$ cat config.mk
export PLATFORM = sky130hd
export DESIGN_NAME = debug_bcd_scheduler
export DESIGN_NICKNAME = d
export VERILOG_FILES = /design/src/rtl/debug_pkg.sv /design/src/rtl/bin_to_bcd_serial.sv /design/src/rtl/debug_bcd_scheduler.sv
export SDC_FILE = /design/constraint.sdc
export NUM_CORES = 1
export LEC_CHECK = 0
export ABC_AREA = 1
export BUFFER_PORTS_ARGS = -buffer_cell sky130_fd_sc_hd__buf_2
export CAP_MARGIN = 20
export CORE_MARGIN = 2
export CORE_UTILIZATION = 45
export DETAILED_ROUTE_END_ITERATION = 8
export GPL_TIMING_DRIVEN = 0
export SYNTH_ARGS = -nofsm -noshare
export SYNTH_HDL_FRONTEND = slang
export SYNTH_SLANG_ARGS = --single-unit
$ cat constraint.sdc
create_clock -name clk -period 3.9 [get_ports clk]
set_input_delay 0.39 -clock clk [delete_from_list [all_inputs] [get_ports clk]]
set_output_delay 0.39 -clock clk [all_outputs]
set_load 0.1 [all_outputs]
$ cat src/rtl/debug_pkg.sv
// debug_pkg
// Shared definitions for the debug overlay BCD scheduler: FSM state encoding,
// sign digit codes and the clamp constant helper.
package debug_pkg;

    typedef enum logic [2:0] {
        IDLE,
        LOAD,
        SHIFT,
        STORE,
        SWAP
    } state_e;

    localparam logic [3:0] SIGN_NEG = 4'hA;
    localparam logic [3:0] SIGN_POS = 4'h0;

    // Largest magnitude representable in 'digits' decimal digits (10^digits - 1).
    function automatic longint unsigned max_mag(input int unsigned digits);
        longint unsigned r;
        r = 1;
        for (int unsigned i = 0; i < digits; i++) begin
            r = r * 10;
        end
        return r - 1;
    endfunction

endpackage

$ cat src/rtl/bin_to_bcd_serial.sv
// bin_to_bcd_serial
// Serial double-dabble converter, one iteration per clock.
// Ports:
//   clk    in   system clock
//   rst    in   synchronous active-high reset
//   start  in   load 'mag' and begin a conversion
//   mag    in   unsigned magnitude, already clamped so it fits NUM_BCD digits
//   bcd    out  NUM_BCD packed BCD nibbles, digit 0 in the low nibble
//   valid  out  one-cycle pulse BIN_W cycles after start; bcd holds until next start
module bin_to_bcd_serial #(
    parameter int unsigned BIN_W   = 16,
    parameter int unsigned NUM_BCD = 4
) (
    input  logic                   clk,
    input  logic                   rst,
    input  logic                   start,
    input  logic [BIN_W-1:0]       mag,
    output logic [NUM_BCD*4-1:0]   bcd,
    output logic                   valid
);

    localparam int unsigned BCD_W = NUM_BCD * 4;
    localparam int unsigned REG_W = BCD_W + BIN_W;
    localparam int unsigned CNT_W = $clog2(BIN_W + 1);

    // {bcd digits, remaining binary bits}
    logic [REG_W-1:0] shreg_q, shreg_d, adj;
    logic [CNT_W-1:0] cnt_q, cnt_d;
    logic             valid_q, valid_d;

    always_comb begin
        adj = shreg_q;
        for (int unsigned i = 0; i < NUM_BCD; i++) begin
            if (adj[BIN_W + 4*i +: 4] >= 4'd5) begin
                adj[BIN_W + 4*i +: 4] = adj[BIN_W + 4*i +: 4] + 4'd3;
            end
        end

        shreg_d = shreg_q;
        cnt_d   = cnt_q;
        valid_d = 1'b0;
        if (start) begin
            // The first iteration is folded into the load: with all digits zero the
            // add-3 step is a no-op, so only the shift remains.
            shreg_d = {{BCD_W{1'b0}}, mag} << 1;
            cnt_d   = CNT_W'(BIN_W - 1);
        end else if (cnt_q != '0) begin
            shreg_d = adj << 1;
            cnt_d   = cnt_q - CNT_W'(1);
            valid_d = (cnt_q == CNT_W'(1));
        end
    end

    always_ff @(posedge clk) begin
        if (rst) begin
            shreg_q <= '0;
            cnt_q   <= '0;
            valid_q <= 1'b0;
        end else begin
            shreg_q <= shreg_d;
            cnt_q   <= cnt_d;
            valid_q <= valid_d;
        end
    end

    assign bcd   = shreg_q[REG_W-1 -: BCD_W];
    assign valid = valid_q;

endmodule

$ cat src/rtl/debug_bcd_scheduler.sv
// debug_bcd_scheduler
// Snapshots NUM_VARS signed debug values per frame and converts them one at a
// time through a shared serial BCD engine into a double-buffered digit store.
// Ports:
//   clk          in   system clock
//   rst          in   synchronous active-high reset; aborts conversion, clears buffers
//   frame_start  in   snapshot request, accepted only while not busy
//   vars_in      in   packed variables, var k at [k*SEQ_LEN +: SEQ_LEN]
//   rd_var       in   read variable index
//   rd_digit     in   read digit index, 0 = LSD, SEQ_DIGIT-1 = sign digit
//   rd_code      out  registered digit code from the front buffer (0 if out of range)
//   busy         out  conversion in progress
//   done         out  one-cycle pulse in the buffer swap cycle
//   overrun      out  one-cycle pulse after frame_start arrived while busy
module debug_bcd_scheduler
    import debug_pkg::*;
#(
    parameter int unsigned NUM_VARS  = 4,
    parameter int unsigned SEQ_LEN   = 16,
    parameter int unsigned SEQ_DIGIT = SEQ_LEN / 4 + 1,
    localparam int unsigned VAR_W    = (NUM_VARS > 1) ? $clog2(NUM_VARS) : 1,
    localparam int unsigned DIG_W    = $clog2(SEQ_DIGIT)
) (
    input  logic                        clk,
    input  logic                        rst,
    input  logic                        frame_start,
    input  logic [NUM_VARS*SEQ_LEN-1:0] vars_in,
    input  logic [VAR_W-1:0]            rd_var,
    input  logic [DIG_W-1:0]            rd_digit,
    output logic [3:0]                  rd_code,
    output logic                        busy,
    output logic                        done,
    output logic                        overrun
);

    localparam int unsigned NUM_BCD = SEQ_DIGIT - 1;
    localparam logic [SEQ_LEN-1:0] MAX_MAG = SEQ_LEN'(max_mag(NUM_BCD));

    state_e                      state_q, state_d;
    logic [NUM_VARS*SEQ_LEN-1:0] snap_q;
    logic [VAR_W-1:0]            k_q;
    logic                        buf_sel_q;   // selects the front buffer
    logic [3:0]                  buf_q [2][NUM_VARS][SEQ_DIGIT];
    logic [3:0]                  rd_code_q;
    logic                        overrun_q;

    logic                        accept;
    logic [SEQ_LEN-1:0]          cur_val, cur_neg, cur_mag, cur_mag_clamped;
    logic                        cur_sign;
    logic [NUM_BCD*4-1:0]        bcd;
    logic                        bcd_valid;
    logic [3:0]                  rd_data;

    // Current variable: sign/magnitude split with clamp. The snapshot and k stay
    // stable through STORE, so the sign is recomputed there rather than held.
    always_comb begin
        cur_val  = snap_q[k_q*SEQ_LEN +: SEQ_LEN];
        cur_sign = cur_val[SEQ_LEN-1];
        cur_neg  = -cur_val;
        cur_mag  = cur_sign ? cur_neg : cur_val;
        cur_mag_clamped = (cur_mag > MAX_MAG) ? MAX_MAG : cur_mag;
    end

    bin_to_bcd_serial #(
        .BIN_W   (SEQ_LEN),
        .NUM_BCD (NUM_BCD)
    ) u_bcd (
        .clk   (clk),
        .rst   (rst),
        .start (state_q == LOAD),
        .mag   (cur_mag_clamped),
        .bcd   (bcd),
        .valid (bcd_valid)
    );

    always_comb begin
        state_d = state_q;
        busy    = (state_q == LOAD) || (state_q == SHIFT) || (state_q == STORE);
        done    = (state_q == SWAP);
        accept  = frame_start && !busy;
        unique case (state_q)
            IDLE:    if (accept) state_d = LOAD;
            LOAD:    state_d = SHIFT;
            SHIFT:   if (bcd_valid) state_d = STORE;
            STORE:   state_d = (k_q == VAR_W'(NUM_VARS - 1)) ? SWAP : LOAD;
            SWAP:    state_d = accept ? LOAD : IDLE;
            default: state_d = IDLE;
        endcase
    end

    always_comb begin
        rd_data = 4'h0;
        if ((32'(rd_var) < NUM_VARS) && (32'(rd_digit) < SEQ_DIGIT)) begin
            rd_data = buf_q[buf_sel_q][rd_var][rd_digit];
        end
    end

    always_ff @(posedge clk) begin
        if (rst) begin
            state_q   <= IDLE;
            snap_q    <= '0;
            k_q       <= '0;
            buf_sel_q <= 1'b0;
            rd_code_q <= 4'h0;
            overrun_q <= 1'b0;
            for (int b = 0; b < 2; b++) begin
                for (int v = 0; v < NUM_VARS; v++) begin
                    for (int d = 0; d < SEQ_DIGIT; d++) begin
                        buf_q[b][v][d] <= 4'h0;
                    end
                end
            end
        end else begin
            state_q   <= state_d;
            overrun_q <= frame_start && busy;
            // Read uses the pre-swap select, so a SWAP-cycle read returns old data.
            rd_code_q <= rd_data;
            if (accept) begin
                snap_q <= vars_in;
                k_q    <= '0;
            end
            if (state_q == STORE) begin
                for (int d = 0; d < NUM_BCD; d++) begin
                    buf_q[~buf_sel_q][k_q][d] <= bcd[4*d +: 4];
                end
                buf_q[~buf_sel_q][k_q][SEQ_DIGIT-1] <= cur_sign ? SIGN_NEG : SIGN_POS;
                k_q <= k_q + VAR_W'(1);
            end
            if (state_q == SWAP) begin
                buf_sel_q <= ~buf_sel_q;
            end
        end
    end

    assign rd_code = rd_code_q;
    assign overrun = overrun_q;

endmodule
==> impl_metrics.yaml, run 1 <==
final_layout:
  fin_nets: 1720
  multiInputGateArea_sq_um: 4922
  drive_above_1_share: 0.1051
  area_delta_synth_final_pct: 15.04
  diodes: 0
  num-fill-cells: 2715
  final_cell_area_sq_um: 14800
  stdcell_count: 2033
  ff_latch_area_sq_um: 7067
setup_path:
  required_ps: 4210
  end_kind: "flip-flop"
  path_class: "flip-flop to flip-flop"
  crit_path_cell_trace: "nor3_2 > inv_2 > nor2_4 > nand2_1 > inv_1 > buf_2 > nand2_1 > clkbuf_1 > nand2_2 > buf_8"
  cp_max_fo: 12
  critPathLaunchType: "flip-flop"
  cp.arrival_ps: 4030
  cp_slowest_stage_delay_ps: 640
  cp_slowest_cell: "clkbuf_1"
  path_common_cell: "nand2_1"
die:
  die_w_um: 173.1
  start_util: 0.4604
  coreArea_sq_um: 27930
  dieArea_sq_um: 29950
  row_count: 61
  die_h_um: 173.1
  io_pins: 79
placed_design:
  dp_slack_ps: -234.9
  place_congestion: 0.8934
  place_area_sq_um: 13820
  hpwl_um: 28230
  portBuffers: 74
  post-place-cells: 1978
sta:
  worst_pin_slew_ps: 1008
  finalSetupViolations: 0
  skew_ps: 17.52
  rsz0062_at_grt: "false"
  min_period_ps: 3713
  worst_slack_ps: 186.7
  slew_headroom: 0.3262
  min_period_over_period: 0.9521
  holdWs_ps: 60.82
  finalHoldViolCount: 0
  slew_viol_final: 0
  clock.fmax_mhz: 269.3
synth:
  yosysUniqueCellTypes: 45
  synth_flop_cell: "edfxtp_1"
  synth_edf_count: 160
  yosysMostFrequentCell: "nor2_1"
  yosysSeqAreaShare: 0.5495
  synth_top_area_cell: "edfxtp_1"
  async_flop_share: 0
  synth_top_area_frac: 0.3736
  synth_seq_cells: 273
  yosys-top-cells-area: "edfxtp_1 (37%), dfxtp_1 (18%), nor2_1 (10%)"
  syn_area_per_cell_sq_um: 8.484
  synthCells: 1516
  synth_top_cells_by_count: "nor2_1 (347), o21ai_0 (214), nand2_1 (170)"
  syn_area_sq_um: 12860
  yosysWarningCount: 0
grt:
  overflow: 0
  grt_max_degree: 21
  grt_pass1_wl_um: 60490
  antenna_found_initial: 0
  grt_pass1_vias: 10650
  grt_usage: 0.2606
clock_tree:
  clock_path_buffers: 3
  clk_pin_slew_worst_paths_ps: 60
  htree_num_levels: 1
  cts_tree: "yes"
  cts_sinks: 273
  cts-root-buf: "clkbuf_16"
  postCtsHoldBufs: 0
  cts_buffers: 29
  insertion_delay_ps: 560
routing:
  drt_first_pass_iters: 7
  routed_wl_um: 39840
  via_per_inst: 5.488
  wire_per_inst_um: 19.59
  drt-initial-drc-count: 1299
  antenna_left: 0
  vias: 11160
  drcViolationCount: 0
run:
  drv_cap: 0
status:
  status: "finished, final reports clean"
power_and_ir_drop:
  ir_drop_mv: 0.3868
  power.density_nw_per_um2: 549.9
  power_leakage_uw: 0.006245
min_path:
  hold_class: "primary input to flip-flop"
-- sequential cells by signal (all words and copies together) (netlist names), named ones only --
| signal | cells |
|---|---|
| state_q | 3 |
| u_bcd.valid | 1 |
| k_q | 2 |
| snap_q | 64 |
| buf_sel_q | 1 |
| u_bcd.shreg_q | 31 |
| buf_q | 160 |
| rd_code | 4 |
| u_bcd.cnt_q | 5 |
| overrun | 1 |
-- cell type report --
class                      instances  share of cell area
sequential                       273              0.4776
multi-input combinational       1025              0.3327
clock buffer                      42             0.05573
inverter                         133             0.03408
tap                              378             0.03197
timing repair buffer              78             0.03078
buffer                            92             0.02867
clock inverter                    12            0.008457
-- cells in the final DEF, fill, tap and decap left out, types with 3 or more instances in the layout --
master     synthesis  final
a21oi_1           85     83
nor2_2             6      6
nand4_1            6      6
nand2_2            8     11
clkbuf_1          72     80
dfxtp_1          113    113
o22ai_1           18     18
nand3_1           62     62
ha_1              16     16
o211ai_1           9      9
o21a_1             7      7
xor2_1             6      6
inv_2              4      4
clkinv_1           3      3
nand3_2            3      3
clkbuf_16          0     29
clkbuf_8           0      5
o21ai_1            4      4
o21ai_0          214    214
inv_6              0      3
o221ai_1          27     27
conb_1             1      8
a211oi_1           3      3
clkinv_2           0      6
inv_1            124    124
buf_2              9     83
nand3b_1           3      3
nor2_1           347    347
edfxtp_1         160    160
buf_6              8      8
nand2_1          170    167
nor3_1             5      5
-- cell families (layout without fill, tap and decap cells) --
| kind of cell | Yosys count | in the layout | share of synthesized area |
|---|---|---|---|
| AO/OA/AOI/OAI | 378 | 378 | 0.1631 |
| other | 1 | 8 | 0.0002916 |
| AND/OR/NAND/NOR | 615 | 615 | 0.1939 |
| flip-flops | 273 | 273 | 0.5495 |
| adder cells (fa/ha/maj) | 16 | 16 | 0.01557 |
| XOR/XNOR | 8 | 8 | 0.005448 |
| buffers and inverters | 225 | 357 | 0.07219 |
-- final timing paths --
kind,from,end,slack [ps],cells after the start
min reg2reg,snap_q[12],snap_q[12],450,2
max reg2reg,state_q[2],buf_q[0][10],190,10
max,state_q[2],buf_q[0][10],190,10
min,vars_in[22],snap_q[22],60,3
-- report_power, final --
| part | switching [uW] | total [uW] | leakage (uW) | internal [uW] |
|---|---|---|---|---|
| combinational | 1210 | 1760 | 0.00319 | 552 |
| clock | 1160 | 2770 | 0.000472 | 1610 |
| sequential | 224 | 3600 | 0.00258 | 3380 |
| total | 2600 | 8140 | 0.00625 | 5540 |
-- layer usage --
layer,vias up,routed length (um),global-route usage
met3,106,2734,0.03342
li1,5357,-,-
met2,483,19110,0.4513
met4,0,1562,0.1017
met5,-,0,0
met1,5212,16430,0.3318
-- worst max-delay path, delay by kind of cell (launching register included) --
family	cells	cell delay, ps
and+or+nand+nor	5	1530
buffers and inverters	5	1430
DFF	1	500
-- metrics by stage --
| step | util | setup TNS, ps | total power, uW |
|---|---|---|---|
| 4_1_cts | 0.5288 | 0 | 8135 |
| 5_1_grt | 0.5297 | 0 | 8509 |
| 3_3_place_gp | 0.4915 | -43890 | 5360 |
| 3_5_place_dp | 0.4948 | -3870 | 5394 |
| 6_report | 0.5297 | 0 | 8135 |
| 2_1_floorplan | - | 0 | 4834 |
-- timing repair --
| item | 4_1_cts | 5_1_grt |
|---|---|---|
| setup buffers | 0 | 0 |
| gates resized for setup | 0 | 3 |
| setup endpoints to repair | 0 | 37 |
Note: power is estimated with default switching activity, not from simulation.
==> inputs of run 2 (changes only) <==
- CORE_UTILIZATION: 45 -> 50
- PLACE_DENSITY: not set -> 0.68
==> impl_metrics.yaml, run 2 (synthesized netlist as in run 1, its figures left out) <==
final_layout:
  stdcell_count: 1981
  drive_above_1_share: 0.09873
  final_core_util: 0.5813
  mostFrequentLayoutCells: "nor2_1 (347), o21ai_0 (214), nand2_1 (168)"
  fin_nets: 1717
  multiInputGateArea_sq_um: 4920
  largestRegisters: "buf_q (160), snap_q (64), u_bcd.shreg_q (31)"
  largest_reg_flops: 160
  area_delta_synth_final_pct: 14.15
  regMostFlops: "buf_q"
  final_common_cell: "nor2_1"
  ff_latch_area_sq_um: 7067
  num-fill-cells: 2321
  diodes: 0
routing:
  vias: 11270
  drt-initial-drc-count: 1079
  via_per_inst: 5.688
  drt_first_pass_iters: 6
  routed_wl_um: 39120
  drcViolationCount: 0
  wire_per_inst_um: 19.75
  antenna_left: 0
power_and_ir_drop:
  power_uw: 8134
  power_leakage_uw: 0.006205
  power.density_nw_per_um2: 554.1
  ir_drop_mv: 0.3282
grt:
  antenna_found_initial: 0
  grt_usage: 0.2905
  grt_max_degree: 21
  grt_pass1_wl_um: 59590
  overflow: 0
  grt_pass1_vias: 10760
sta:
  fin_tns_setup_ps: 0
  finalSetupViolations: 0
  finalHoldViolCount: 0
  skew_ps: 13.90
  clock.fmax_mhz: 267.6
  min_period_over_period: 0.9583
  min_period_ps: 3737
  slew_viol_final: 0
  worst_pin_slew_ps: 1152
  rsz0062_at_grt: "false"
  slew_headroom: 0.2312
setup_path:
  end_kind: "flip-flop"
  rr_startpoint: "state_q[2]"
  path_common_cell: "nand2_1"
  crit_path_cell_trace: "nor3_2 > inv_2 > nor2_4 > nand2_1 > inv_1 > buf_2 > nand2_1 > clkbuf_1 > nand2_2"
  cp.arrival_ps: 3870
  rr_worst_depth: 9
  cp_slowest_cell: "nand2_1"
  cp_slowest_stage_delay_ps: 620
  ff2ff_setup_slack_ps: 160
  cp_max_fo: 20
  path_class: "flip-flop to flip-flop"
  startpoint: "state_q[2]"
  required_ps: 4040
  critPathLaunchType: "flip-flop"
placed_design:
  portBuffers: 74
  post-place-cells: 1928
  hpwl_um: 27370
  place_congestion: 0.9107
die:
  io_pins: 79
  die_h_um: 164.4
  die_w_um: 164.4
  dieArea_sq_um: 27020
  coreArea_sq_um: 25250
  row_count: 58
  start_util: 0.5093
clock_tree:
  htree_num_levels: 1
  cts_tree: "yes"
  clk_pin_slew_worst_paths_ps: 60
  insertion_delay_ps: 560
  clock_path_buffers: 3
  cts-root-buf: "clkbuf_16"
  cts_sinks: 273
  postCtsHoldBufs: 0
  cts_buffers: 28
min_path:
  hold_class: "primary input to flip-flop"
  hold_depth: 3
  min_from: "vars_in[21]"
run:
  drv_cap: 0
status:
  status: "finished, final reports clean"
==> run 2: cell types whose count changed in the layout (fill, tap and decap cells not counted), sizes merged <==
cell,previous run,this run
clkinv,10,13
clkbuf,114,108
buf,98,96
inv,133,130
clkinvlp,0,1
bufinv,2,5
==> run 2: timing repair <==
action | in CTS | in global routing
resized for setup | 1 | 1
setup buffers | 0 | 0
setup endpoints to repair | 20 | 16
==> run 2: routing by layer <==
metal / wire length, um / track usage / vias up / share of wire
met5: 0 / 0 / - / 0
met4: 1374 / 0.09921 / 0 / 0.035
met3: 3144 / 0.03968 / 86 / 0.080
met2: 19180 / 0.5112 / 504 / 0.49
met1: 15410 / 0.3684 / 5344 / 0.39
li1: - / - / 5334 / -
==> run 2: power by group <==
group	switching, uW	internal, uW	total, uW
clock network	1120	1650	2770
logic	1210	547	1750
registers	228	3380	3610
==> run 2: path summary, 6_finish.rpt <==
kind | end
setup / recovery | buf_q[0][1]
hold reg to reg | snap_q[12]
hold / removal | snap_q[21]
setup reg to reg | buf_q[0][1]
==> run 2: metrics by stage <==
stage	instance area (sq um)	hold WS [ps]	setup WS, ps
6_report	14680	53.44	162.5
5_1_grt	14680	55.41	15.83
4_1_cts	14660	40.21	75.66
3_5_place_dp	13720	442.2	-456.5
3_3_place_gp	13670	435.2	-626.9
2_1_floorplan	12890	424.5	876.6
==> run 2: worst max-delay path, delay by kind of cell (launching register included) <==
| family | cells | cell delay [ps] |
|---|---|---|
| flops | 1 | 490 |
| buf+inv | 4 | 1100 |
| simple gates | 5 | 1710 |
==> run 2: final cells by class <==
cell class,count,share of cell area
buffer,92,0.02889
clock buffer,36,0.04977
clock inverter,16,0.01423
inverter,133,0.03435
multi-input combinational,1025,0.3351
sequential,273,0.4814
tap,330,0.02813
timing repair buffer,76,0.02813
